[config.mk]
export PLATFORM = sky130hd
export DESIGN_NAME = alu_seq_ctrl
export DESIGN_NICKNAME = d
export VERILOG_FILES = /design/src/rtl/alu_seq_ctrl.sv
export SDC_FILE = /design/constraint.sdc
export NUM_CORES = 1
export LEC_CHECK = 0
export BUFFER_PORTS_ARGS = -buffer_cell sky130_fd_sc_hd__buf_2
export CORE_MARGIN = 2
export CORE_UTILIZATION = 47
export CTS_CLUSTER_SIZE = 40
export DETAILED_ROUTE_END_ITERATION = 8
export GPL_TIMING_DRIVEN = 1
export PLACE_DENSITY = 0.81
export SLEW_MARGIN = 0
export SYNTH_ARGS = -nofsm -noshare
export SYNTH_HDL_FRONTEND = slang
export SYNTH_SLANG_ARGS = --single-unit
[constraint.sdc]
create_clock -name IN_clk -period 2.1 [get_ports IN_clk]
set_input_delay 0.315 -clock IN_clk [delete_from_list [all_inputs] [get_ports IN_clk]]
set_output_delay 0.315 -clock IN_clk [all_outputs]
set_load 0.005 [all_outputs]
[src/rtl/alu_seq_ctrl.sv]
// Calculator operation sequencer: captures operands on IN_finish, validates, runs a start/done
// ALU transaction with timeout, holds the result until acknowledged. Optional macro: CALC_CHAIN_EN.
module alu_seq_ctrl #(
  parameter int unsigned TIMEOUT_CYC = 255,
  parameter int unsigned RES_W       = 32
) (
  input  logic             IN_clk,
  input  logic             IN_reset,
  input  logic             IN_finish,
  input  logic [7:0]       IN_SRCH,
  input  logic [7:0]       IN_SRCL,
  input  logic [7:0]       IN_DSTH,
  input  logic [7:0]       IN_DSTL,
  input  logic [3:0]       IN_ALU_OP,
`ifdef CALC_CHAIN_EN
  input  logic             IN_chain,
`endif
  output logic [15:0]      OUT_ALU_A,
  output logic [15:0]      OUT_ALU_B,
  output logic [3:0]       OUT_ALU_OP,
  output logic             OUT_ALU_start,
  input  logic             IN_ALU_done,
  input  logic [RES_W-1:0] IN_ALU_result,
  input  logic             IN_ALU_ovf,
  output logic [RES_W-1:0] OUT_RESULT,
  output logic [1:0]       OUT_error,
  output logic             OUT_valid,
  input  logic             IN_ack,
  output logic             OUT_busy
);

  typedef enum logic [2:0] {
    S_IDLE,
    S_CHECK,
    S_ISSUE,
    S_WAIT,
    S_DONE
  } state_e;

  typedef enum logic [1:0] {
    E_OK      = 2'd0,
    E_BAD_OP  = 2'd1,
    E_OVF     = 2'd2,
    E_TIMEOUT = 2'd3
  } err_e;

  localparam logic [3:0]  OP_DIV  = 4'hD;
  // Expiry fires on the TIMEOUT_CYC-th WAIT cycle; the counter holds cycles already spent.
  localparam logic [15:0] CNT_LAST = 16'(TIMEOUT_CYC - 1);

  state_e            state_q, state_d;
  logic [15:0]       a_q, a_d, b_q, b_d;
  logic [3:0]        op_q, op_d;
  logic [15:0]       cnt_q, cnt_d;
  logic [RES_W-1:0]  res_q, res_d;
  err_e              err_q, err_d;
  logic [15:0]       a_src;
  logic              op_bad;

`ifdef CALC_CHAIN_EN
  logic [15:0]       last_q, last_d;
  assign a_src = IN_chain ? last_q : {IN_SRCH, IN_SRCL};
`else
  assign a_src = {IN_SRCH, IN_SRCL};
`endif

  assign op_bad = (op_q < 4'hA) || (op_q > OP_DIV) || ((op_q == OP_DIV) && (b_q == 16'd0));

  always_comb begin
    // NOTE: every next-state signal takes its hold value first so no path infers a latch.
    state_d = state_q;
    a_d     = a_q;
    b_d     = b_q;
    op_d    = op_q;
    cnt_d   = cnt_q;
    res_d   = res_q;
    err_d   = err_q;
`ifdef CALC_CHAIN_EN
    last_d  = last_q;
`endif
    case (state_q)
      S_IDLE: begin
        if (IN_finish) begin
          a_d     = a_src;
          b_d     = {IN_DSTH, IN_DSTL};
          op_d    = IN_ALU_OP;
          state_d = S_CHECK;
        end
      end
      S_CHECK: begin
        if (op_bad) begin
          err_d   = E_BAD_OP;
          res_d   = '0;
          state_d = S_DONE;
        end else begin
          state_d = S_ISSUE;
        end
      end
      S_ISSUE: begin
        cnt_d   = 16'd0;
        state_d = S_WAIT;
      end
      S_WAIT: begin
        cnt_d = cnt_q + 16'd1;
        // A done arriving on the expiry cycle still counts as a normal completion.
        if (IN_ALU_done) begin
          err_d   = IN_ALU_ovf ? E_OVF : E_OK;
          res_d   = IN_ALU_ovf ? '0 : IN_ALU_result;
          state_d = S_DONE;
`ifdef CALC_CHAIN_EN
          if (!IN_ALU_ovf) last_d = IN_ALU_result[15:0];
`endif
        end else if (cnt_q == CNT_LAST) begin
          err_d   = E_TIMEOUT;
          res_d   = '0;
          state_d = S_DONE;
        end
      end
      S_DONE: begin
        if (IN_ack) state_d = S_IDLE;
      end
      default: state_d = S_IDLE;
    endcase
  end

  always_ff @(posedge IN_clk) begin
    // NOTE: sequential state uses non-blocking assignments so every register samples pre-edge values.
    if (!IN_reset) begin
      state_q <= S_IDLE;
      a_q     <= '0;
      b_q     <= '0;
      op_q    <= '0;
      cnt_q   <= '0;
      res_q   <= '0;
      err_q   <= E_OK;
`ifdef CALC_CHAIN_EN
      last_q  <= '0;
`endif
    end else begin
      state_q <= state_d;
      a_q     <= a_d;
      b_q     <= b_d;
      op_q    <= op_d;
      cnt_q   <= cnt_d;
      res_q   <= res_d;
      err_q   <= err_d;
`ifdef CALC_CHAIN_EN
      last_q  <= last_d;
`endif
    end
  end

  assign OUT_ALU_A     = a_q;
  assign OUT_ALU_B     = b_q;
  assign OUT_ALU_OP    = op_q;
  assign OUT_ALU_start = (state_q == S_ISSUE);
  assign OUT_valid     = (state_q == S_DONE);
  assign OUT_busy      = (state_q != S_IDLE);
  assign OUT_RESULT    = res_q;
  assign OUT_error     = err_q;

endmodule
# Yosys cells after proc, flatten, opt, wreduce, memory -nomap -nowiden

Index checks and enable logic that the tools add are counted.

Reductions and logical operators: 11
Add/subtract/negate cells: 1
Equality and inequality tests: 10
Multiplexer cells: 17
$lt $le $gt $ge: 2

Operator list:

| kind                                                  | number |
|---|---|
| 2-to-1 mux 32 bit                                     | 4 |
| case mux 32 bit (2 select lines)                      | 1 |
| case mux 16 bit (2 select lines)                      | 1 |
| adder 16 x 1 -> 16 bit (second input constant)        | 1 |
| equality test 16 x 8 -> 1 bit (second input constant) | 1 |
| logical NOT 16 bit                                    | 1 |
| 2-to-1 mux 3 bit                                      | 5 |
| case mux 3 bit (5 select lines)                       | 1 |
| 2-to-1 mux 2 bit                                      | 4 |
| equality test 3 x 2 -> 1 bit (second input constant)  | 2 |
| AND reduction 3 bit                                   | 2 |
| equality test 4 bit (second input constant)           | 1 |
| > comparator 4 bit (second input constant)            | 1 |
| less-than comparator 4 bit (second input constant)    | 1 |
| != test 2 bit (second input constant)                 | 2 |
| case mux 2 bit (2 select lines)                       | 1 |
| nonzero test 2 bit                                    | 2 |
| equality test 3 x 1 -> 1 bit (second input constant)  | 1 |
| equality test 3 bit (second input constant)           | 1 |
| logical NOT 3 bit                                     | 1 |
| != test 3 bit (second input constant)                 | 1 |
| nonzero test 3 bit                                    | 1 |
| logical OR 1 bit                                      | 2 |
| != test 2 x 1 -> 1 bit (second input constant)        | 1 |
| 2 further kinds                                       | 2 |

Flip-flop bits (word level): 89
Logic and storage cells: 48
Bits of input ports: 74
Output and inout bits: 73

# Depth between registers and ports, before layout

Gate-level depths: netlist of run 1.

Depth in word-level cells: 5
Depth in mapped cells: 8

# Worst setup path before layout of run 1

OpenSTA, ideal clock, no wires.

Path type: flip-flop to flip-flop
Start: reg cnt_q[0]
End: reg res_q[0], in the netlist OUT_RESULT[0]
Buffers on the path: 1
Cell stages (with the launch flop): 9
Arrival: 1.553 ns
Data required time: 1.983 ns
Library setup time: 0.117 ns
Slack: 0.431 ns
Cells stage by stage: dfxtp_1 > inv_1 > ha_1 > nor4b_2 > nand4_1 > a21oi_1 > a21oi_2 > buf_6 > a22o_1

Cells in the longest elaborated chain, start to end: 3

RTL lines:

| what                                 | RTL line | RTL |
|---|---|---|
| start: declaration                   | 54       | `logic [15:0] cnt_q, cnt_d;` |
| start signal: assignment             | 144      | `cnt_q <= cnt_d;` |
| equality test 16 x 8 -> 1 bit        | 113      | `end else if (cnt_q == CNT_LAST) begin` |
| != test 3 bit (no source line)       | -        |  |
| AND reduction 3 bit (no source line) | -        |  |
| end signal: assignment               | 145      | `res_q <= res_d;` |
| end: declaration                     | 55       | `logic [RES_W-1:0] res_q, res_d;` |

Every way passes these cells.
A chain may end at the register's enable or synchronous reset.

# Worst setup path in the final report of run 1

Start: reg cnt_q[0]
End: reg res_q[7], in the netlist OUT_RESULT[7]

Same word-level chain as after synthesis.

==> flow_summary.json, run 1 <==
{
  "postSynthRegisterBits": 89,
  "grt_start_max_net_pins": 37,
  "cell_area_after_synthesis_um2": 3420,
  "worstHoldEndpoint": "OUT_RESULT[31]",
  "max_slew.worst_pin.slew_ps": 678,
  "final_cell_mix": "146 x sky130_fd_sc_hd__buf_2, 89 x sky130_fd_sc_hd__dfxtp_1, 82 x sky130_fd_sc_hd__nand2_1",
  "die_area_um2": 7970,
  "dp_worst_setup_slack_ps": 195,
  "synth_adder_area_share_pct": 0.732,
  "drc": 0,
  "clock_tree.buffer_depth": 2,
  "setup_viol": 0,
  "number_of_antenna_violations_at_the_first_check_in_global_routing": 0,
  "cts_tree": "yes",
  "combinational_family_with_the_most_area_after_synthesis": "simple AND/OR/NAND/NOR gates",
  "crit_path_start": "cnt_q[0]",
  "skew_ps": 15.4,
  "die_y_um": 89.3,
  "timing.slew.headroom_pct": 54.4,
  "clk-insertion-delay-late_ps": 350,
  "starting_density_pct": 47.9,
  "die_x_um": 89.3,
  "synth_compound_gate_area_share_pct": 19.8,
  "r2r_start": "cnt_q[0]",
  "post-route-worst-setup-slack_ps": 182,
  "synth.distinct_cells": 43,
  "status": "finished, final reports clean",
  "synth_top_cells_by_area": "sky130_fd_sc_hd__dfxtp_1 52%, sky130_fd_sc_hd__nand2_1 9.0%, sky130_fd_sc_hd__a22o_1 8.2%",
  "grt_use_total_pct": 20.4,
  "cap_violations": 0,
  "setup_total_negative_slack_ps": 0,
  "worst_hold_startpoint": "IN_ALU_result[31]",
  "area_delta_synth_final_pct": 29.9,
  "boundaryPins": 147,
  "edff_count_synth": 0,
  "fp-row-count": 31,
  "hold_path_class": "in -> reg",
  "min_period_over_period_pct": 91.4,
  "crit_required_ps": 2340,
  "rsz0062_at_grt": "no",
  "slew_violations": 0,
  "vdd.ir_drop.worst_uv": 302,
  "first_pass_iters": 4,
  "m1WireLength_mm": 3.60,
  "reg2regPathDepth": 8,
  "finalWirelength_mm": 8.54,
  "cts.repair_timing.setup_buffer_count": 0,
  "postCtsResizedCells": 0,
  "worstReg2RegEnd": "OUT_RESULT[7]",
  "share_of_synthesized_flip_flops_with_an_asynchronous_set_or_reset_pct": 0,
  "synth.yosys.warnings": 0,
  "dr_total_vias": 3222,
  "cts.reportedPaths.clkPinSlew_ps": 100,
  "critPathCaptureType": "flip-flop",
  "numCtsBuffers": 9,
  "grt-ovfl-total": 0,
  "synth_simple_gate_area_share_pct": 21.7,
  "layout.cells.most_common": "sky130_fd_sc_hd__buf_2",
  "regArea_um2": 1780,
  "post_drt_wl_per_cell_um": 13.8,
  "via_count_of_the_first_global_routing_pass": 2831,
  "hold-path-cell-count": 2,
  "layout_min_cycle_time_ps": 1920,
  "parity_gate_share_of_the_synthesized_area_counting_xor_and_xnor_cells_pct": 1.54,
  "cts.root.buffer_cell": "sky130_fd_sc_hd__clkbuf_8",
  "post_synth_inst_count": 375,
  "fmaxAchievable_ghz": 0.521,
  "hold_slack_ps": 165,
  "share_of_post_route_cells_with_drive_strength_above_1_pct": 35.1,
  "critical_path.startpoint_type": "flip-flop",
  "placement.io_buffers": 146,
  "mappedNetlistNets": 451,
  "dr_wl_met3_um": 506,
  "holdBufCountCts": 0,
  "ratio_of_total_power_to_cell_area_nw_per_um2": 779,
  "critical_path.max_fanout": 32,
  "synth_top_area_cell": "sky130_fd_sc_hd__dfxtp_1",
  "route.detailed.vias_per_inst": 5.19,
  "power.leakage_uw": 0.00204,
  "drt.antenna.violating_nets": 0,
  "worst-endpoint-arrival_ps": 2160,
  "finalNetCount": 593,
  "avgSynthCellArea_um2": 9.12,
  "hpwl_mm": 6.27,
  "post_synth_mux_area_share_pct": 0.293,
  "num-fill-cells": 639,
  "critical_path_class": "reg -> reg",
  "synth_top_area_share_pct": 52.1,
  "synth_sequential_area_ratio_pct": 52.1,
  "core_region_area_um2": 7140,
  "finish.instance_area_um2": 4440,
  "cts.sink_count": 89,
  "hold_viol_final": 0,
  "met2RoutedLength_mm": 4.34,
  "synth_ff_type": "sky130_fd_sc_hd__dfxtp_1",
  "multi_input_area_um2": 1520,
  "global_route_wire_length_before_repair_mm": 12.7,
  "highest_layer": "met4",
  "starting_drc_count_in_detailed_routing": 161,
  "timing.reg2reg.setup_slack_ps": 180,
  "htree_levels": 3,
  "post_dp_cell_area_um2": 4230,
  "diodes": 0,
  "globalplace.congestion": 0.881
}
## synthesized netlist by cell type, types with 2 or more instances
library cell               number
sky130_fd_sc_hd__inv_1          3
sky130_fd_sc_hd__nor4_2         3
sky130_fd_sc_hd__buf_6          3
sky130_fd_sc_hd__nand2_1       82
sky130_fd_sc_hd__nand4_1        6
sky130_fd_sc_hd__a22o_1        32
sky130_fd_sc_hd__clkbuf_1      15
sky130_fd_sc_hd__buf_2          6
sky130_fd_sc_hd__a21oi_1       48
sky130_fd_sc_hd__a311oi_1       2
sky130_fd_sc_hd__o21a_1         3
sky130_fd_sc_hd__nor4_1         4
sky130_fd_sc_hd__dfxtp_1       89
sky130_fd_sc_hd__o21ai_0        6
sky130_fd_sc_hd__ha_1           2
sky130_fd_sc_hd__xor2_1         5
sky130_fd_sc_hd__nand3_1        8
sky130_fd_sc_hd__or3_1          4
sky130_fd_sc_hd__nand2b_1       4
sky130_fd_sc_hd__and2_1         2
sky130_fd_sc_hd__nor2b_1        3
sky130_fd_sc_hd__nor3_1         5
sky130_fd_sc_hd__nor2_1        20
## through the flow
| step | cells | utilization [%] | power, uW |
|---|---|---|---|
| 4_1_cts | 621 | 62.2 | 3490 |
| 2_1_floorplan | 375 | - | 2090 |
| 5_1_grt | 621 | 62.2 | 3620 |
| 3_5_place_dp | 605 | 59.3 | 2280 |
| 6_report | 621 | 62.2 | 3460 |
| 3_3_place_gp | 605 | 59.3 | 2270 |
## cell families after synthesis
family	count (synthesis)
AO/OA/AOI/OAI	99
XOR/XNOR	6
adder cells (fa/ha/maj)	2
buffers and inverters	27
flip-flops	89
multiplexers	1
AND/OR/NAND/NOR	151
## critical path: stages, from the launching register on
cell and delay, ps:
sky130_fd_sc_hd__dfxtp_1 360, sky130_fd_sc_hd__inv_1 110, sky130_fd_sc_hd__ha_1 140, sky130_fd_sc_hd__nor4b_2 180
sky130_fd_sc_hd__nand4_1 170, sky130_fd_sc_hd__a21oi_1 260, sky130_fd_sc_hd__a21oi_2 80, sky130_fd_sc_hd__buf_4 250
sky130_fd_sc_hd__a22o_1 260
## worst max-delay path by stage
stage	endpoint	slack, ps	cells past startpoint
2_1_floorplan	OUT_RESULT[0]	430	8
3_3_place_gp	OUT_RESULT[6]	260	6
3_5_place_dp	OUT_RESULT[19]	190	8
4_1_cts	OUT_RESULT[28]	190	8
5_1_grt	OUT_RESULT[10]	70	8
6_report	OUT_RESULT[7]	180	8
## routing by layer
metal  global-route usage (%)  vias to the layer above
met3                     5.63                        8
met1                     25.1                     1518
met4                     7.46                        0
met2                     34.2                       91
met5                        0                        -
li1                         -                     1605
## state kept, by name, indices dropped and copies added (netlist names)
signal      cells
OUT_ALU_B      16
cnt_q          16
OUT_error       2
OUT_RESULT     32
OUT_ALU_OP      4
OUT_ALU_A      16
state_q         3
## report_power, final
part	switching, uW	internal, uW
clock network	618	598
registers	56.6	1760
logic	241	190
total	916	2540
## layout make-up
class                      count  area share (%)
timing repair buffer         155            18.0
sequential                    89            40.1
inverter                       3           0.254
tap                           99            2.79
clock inverter                 6            1.58
clock buffer                  10            3.10
multi-input combinational    259            34.2
Power figures use the tool's default switching activity.
==> run 2: changes to the inputs <==
==> constraint.sdc (replaced) <==
create_clock -name IN_clk -period 2 [get_ports IN_clk]
set_input_delay 0.3 -clock IN_clk [delete_from_list [all_inputs] [get_ports IN_clk]]
set_output_delay 0.3 -clock IN_clk [all_outputs]
set_load 0.005 [all_outputs]
==> run 2 against run 1 <==
  * Routed wire length fell by 1.4%
  * Sequential cell count did not move
  * Core utilization rose by 0.54 points
  * Critical path depth fell by 2
  * Clock-buffer cell count fell by 1
  * Global-route usage fell by 0.22 points
  * Combinational power rose by 6.0%
  * Non-clock buffer count rose by 1
  * Worst hold slack got worse by 20 ps
  * Sequential power rose by 5%
  * Worst setup slack got worse by 13 ps
  * Critical path type unchanged
==> flow_summary.json, run 2 (same netlist as run 1, synthesis figures left out) <==
{
  "numCtsBuffers": 9,
  "post_dp_cell_area_um2": 4250,
  "core_region_area_um2": 7140,
  "cts.reportedPaths.clkPinSlew_ps": 90,
  "ratio_of_total_power_to_cell_area_nw_per_um2": 832,
  "starting_drc_count_in_detailed_routing": 156,
  "grt_util_met3_pct": 4.99,
  "final_cell_mix": "146 x sky130_fd_sc_hd__buf_2, 89 x sky130_fd_sc_hd__dfxtp_1, 82 x sky130_fd_sc_hd__nand2_1",
  "cts.sink_count": 89,
  "clock_tree.buffer_depth": 2,
  "die_area_um2": 7970,
  "vdd.ir_drop.worst_uv": 391,
  "die_y_um": 89.3,
  "cts.repair_timing.setup_buffer_count": 0,
  "grt_busiest_layer": "met2",
  "slew_violations": 0,
  "rsz0062_at_grt": "no",
  "area_delta_synth_final_pct": 31.0,
  "first_pass_iters": 4,
  "finish.utilization_pct": 62.8,
  "hold_path_class": "in -> reg",
  "placement.io_buffers": 146,
  "hpwl_mm": 6.26,
  "layout.cells.most_common": "sky130_fd_sc_hd__buf_2",
  "critical_path.startpoint_type": "flip-flop",
  "status": "finished, final reports clean",
  "r2r_start": "cnt_q[1]",
  "critical_path.max_fanout": 6,
  "critPathCaptureType": "flip-flop",
  "fmaxAchievable_ghz": 0.546,
  "grt_use_total_pct": 20.2,
  "timing.critical_path.slowest_cell_delay_ps": 440,
  "worst-endpoint-arrival_ps": 2050,
  "postCtsResizedCells": 0,
  "clk-insertion-delay-late_ps": 360,
  "worstReg2RegEnd": "cnt_q[12]",
  "power.leakage_uw": 0.00205,
  "htree_levels": 3,
  "groute.layer.met2.usage_pct": 33.9,
  "starting_density_pct": 47.9,
  "finish.instance_area_um2": 4480,
  "drc": 0,
  "critical-path-top-delay-family": "simple AND/OR/NAND/NOR gates",
  "cap_violations": 0,
  "boundaryPins": 147,
  "min_period_over_period_pct": 91.6,
  "worstHoldEndpoint": "OUT_RESULT[18]",
  "crit_required_ps": 2220,
  "grt_start_max_net_pins": 37,
  "dr_total_vias": 3214,
  "number_of_antenna_violations_at_the_first_check_in_global_routing": 0,
  "global_route_wire_length_before_repair_mm": 12.6,
  "max_slew.worst_pin.slew_ps": 533,
  "reg2regPathDepth": 6,
  "finalNetCount": 594,
  "globalplace.congestion": 0.902,
  "setup_total_negative_slack_ps": 0,
  "layout_min_cycle_time_ps": 1830,
  "critPathBufInv": 0,
  "regArea_um2": 1780,
  "finalWirelength_mm": 8.42,
  "drt.antenna.violating_nets": 0,
  "grt-ovfl-total": 0,
  "hold_viol_final": 0,
  "diodes": 0,
  "timing.slew.headroom_pct": 64.1,
  "setup_viol": 0,
  "num-fill-cells": 599,
  "fp-row-count": 31,
  "via_count_of_the_first_global_routing_pass": 2785,
  "share_of_post_route_cells_with_drive_strength_above_1_pct": 35.4,
  "groute.layer.met1.usage_pct": 25.1,
  "crit_chain": "ha_1 > nand3_1 > nor3_1 > nand4_1 > xor2_1 > nor2_1",
  "timing.reg2reg.setup_slack_ps": 170,
  "skew_ps": 13.9,
  "holdBufCountCts": 0,
  "post_drt_wl_per_cell_um": 13.5,
  "route.detailed.vias_per_inst": 5.17,
  "die_x_um": 89.3,
  "cts.root.buffer_cell": "sky130_fd_sc_hd__clkbuf_8",
  "multi_input_area_um2": 1520,
  "critical_path_class": "reg -> reg",
  "cts_tree": "yes",
  "worst_hold_startpoint": "IN_ALU_result[18]",
  "hold-path-cell-count": 2,
  "crit_path_top_delay_cell": "sky130_fd_sc_hd__nor3_1",
  "largest_register_ffs": 32,
  "hold_slack_ps": 145
}
run 2: changes by cell type in the layout (fill, tap and decap cells not counted):
cell                         before  now
sky130_fd_sc_hd__inv_6            4    3
sky130_fd_sc_hd__buf_12           0    1
sky130_fd_sc_hd__clkbuf_8        10    9
sky130_fd_sc_hd__a21oi_2          1    2
sky130_fd_sc_hd__bufinv_16        1    2
sky130_fd_sc_hd__a21oi_1         48   47
sky130_fd_sc_hd__clkinvlp_4       0    1
run 2: final cells by class:
type	instances	area share, %
timing repair buffer	156	18.3
inverter	3	0.251
clock buffer	9	2.77
tap	99	2.77
sequential	89	39.8
clock inverter	7	2.21
multi-input combinational	259	34.0
run 2: power by group:
part / internal, uW / total [uW] / switching, uW
clock: 715 / 1360 / 650
sequential: 1840 / 1900 / 60.8
combinational: 206 / 457 / 251
total: 2760 / 3730 / 962
run 2: through the flow:
| step | power (uW) | cells | setup WS, ps |
|---|---|---|---|
| 3_5_place_dp | 2400 | 606 | 164 |
| 4_1_cts | 3750 | 622 | 151 |
| 6_report | 3730 | 622 | 168 |
| 5_1_grt | 3890 | 622 | 0.399 |
| 2_1_floorplan | 2200 | 375 | 331 |
| 3_3_place_gp | 2390 | 606 | 212 |
run 2: metal layers:
metal / vias to the layer above / wire, um
met2: 115 / 4290
met1: 1487 / 3420
met5: - / 0
met3: 7 / 643
li1: 1605 / -
met4: 0 / 67
run 2: how the worst max path moves through the flow:
stage               cells past startpoint         start  slack, ps             end
finish                                  6      cnt_q[1]        170       cnt_q[12]
detailed placement                      7      cnt_q[1]        160   OUT_RESULT[6]
global route                            6      cnt_q[1]        0.4       cnt_q[10]
CTS                                     7      cnt_q[1]        150  OUT_RESULT[14]
global placement                        6  OUT_ALU_B[7]        210   OUT_RESULT[6]
floorplan                               8      cnt_q[0]        330   OUT_RESULT[0]
run 2: worst register-to-register path, delay by kind of cell (launching register included):
family                   cells  cell delay [ps]
adder cells (fa/ha/maj)      1              230
XOR/XNOR                     1              160
AND/OR/NAND/NOR              4              890
flip-flops                   1              430
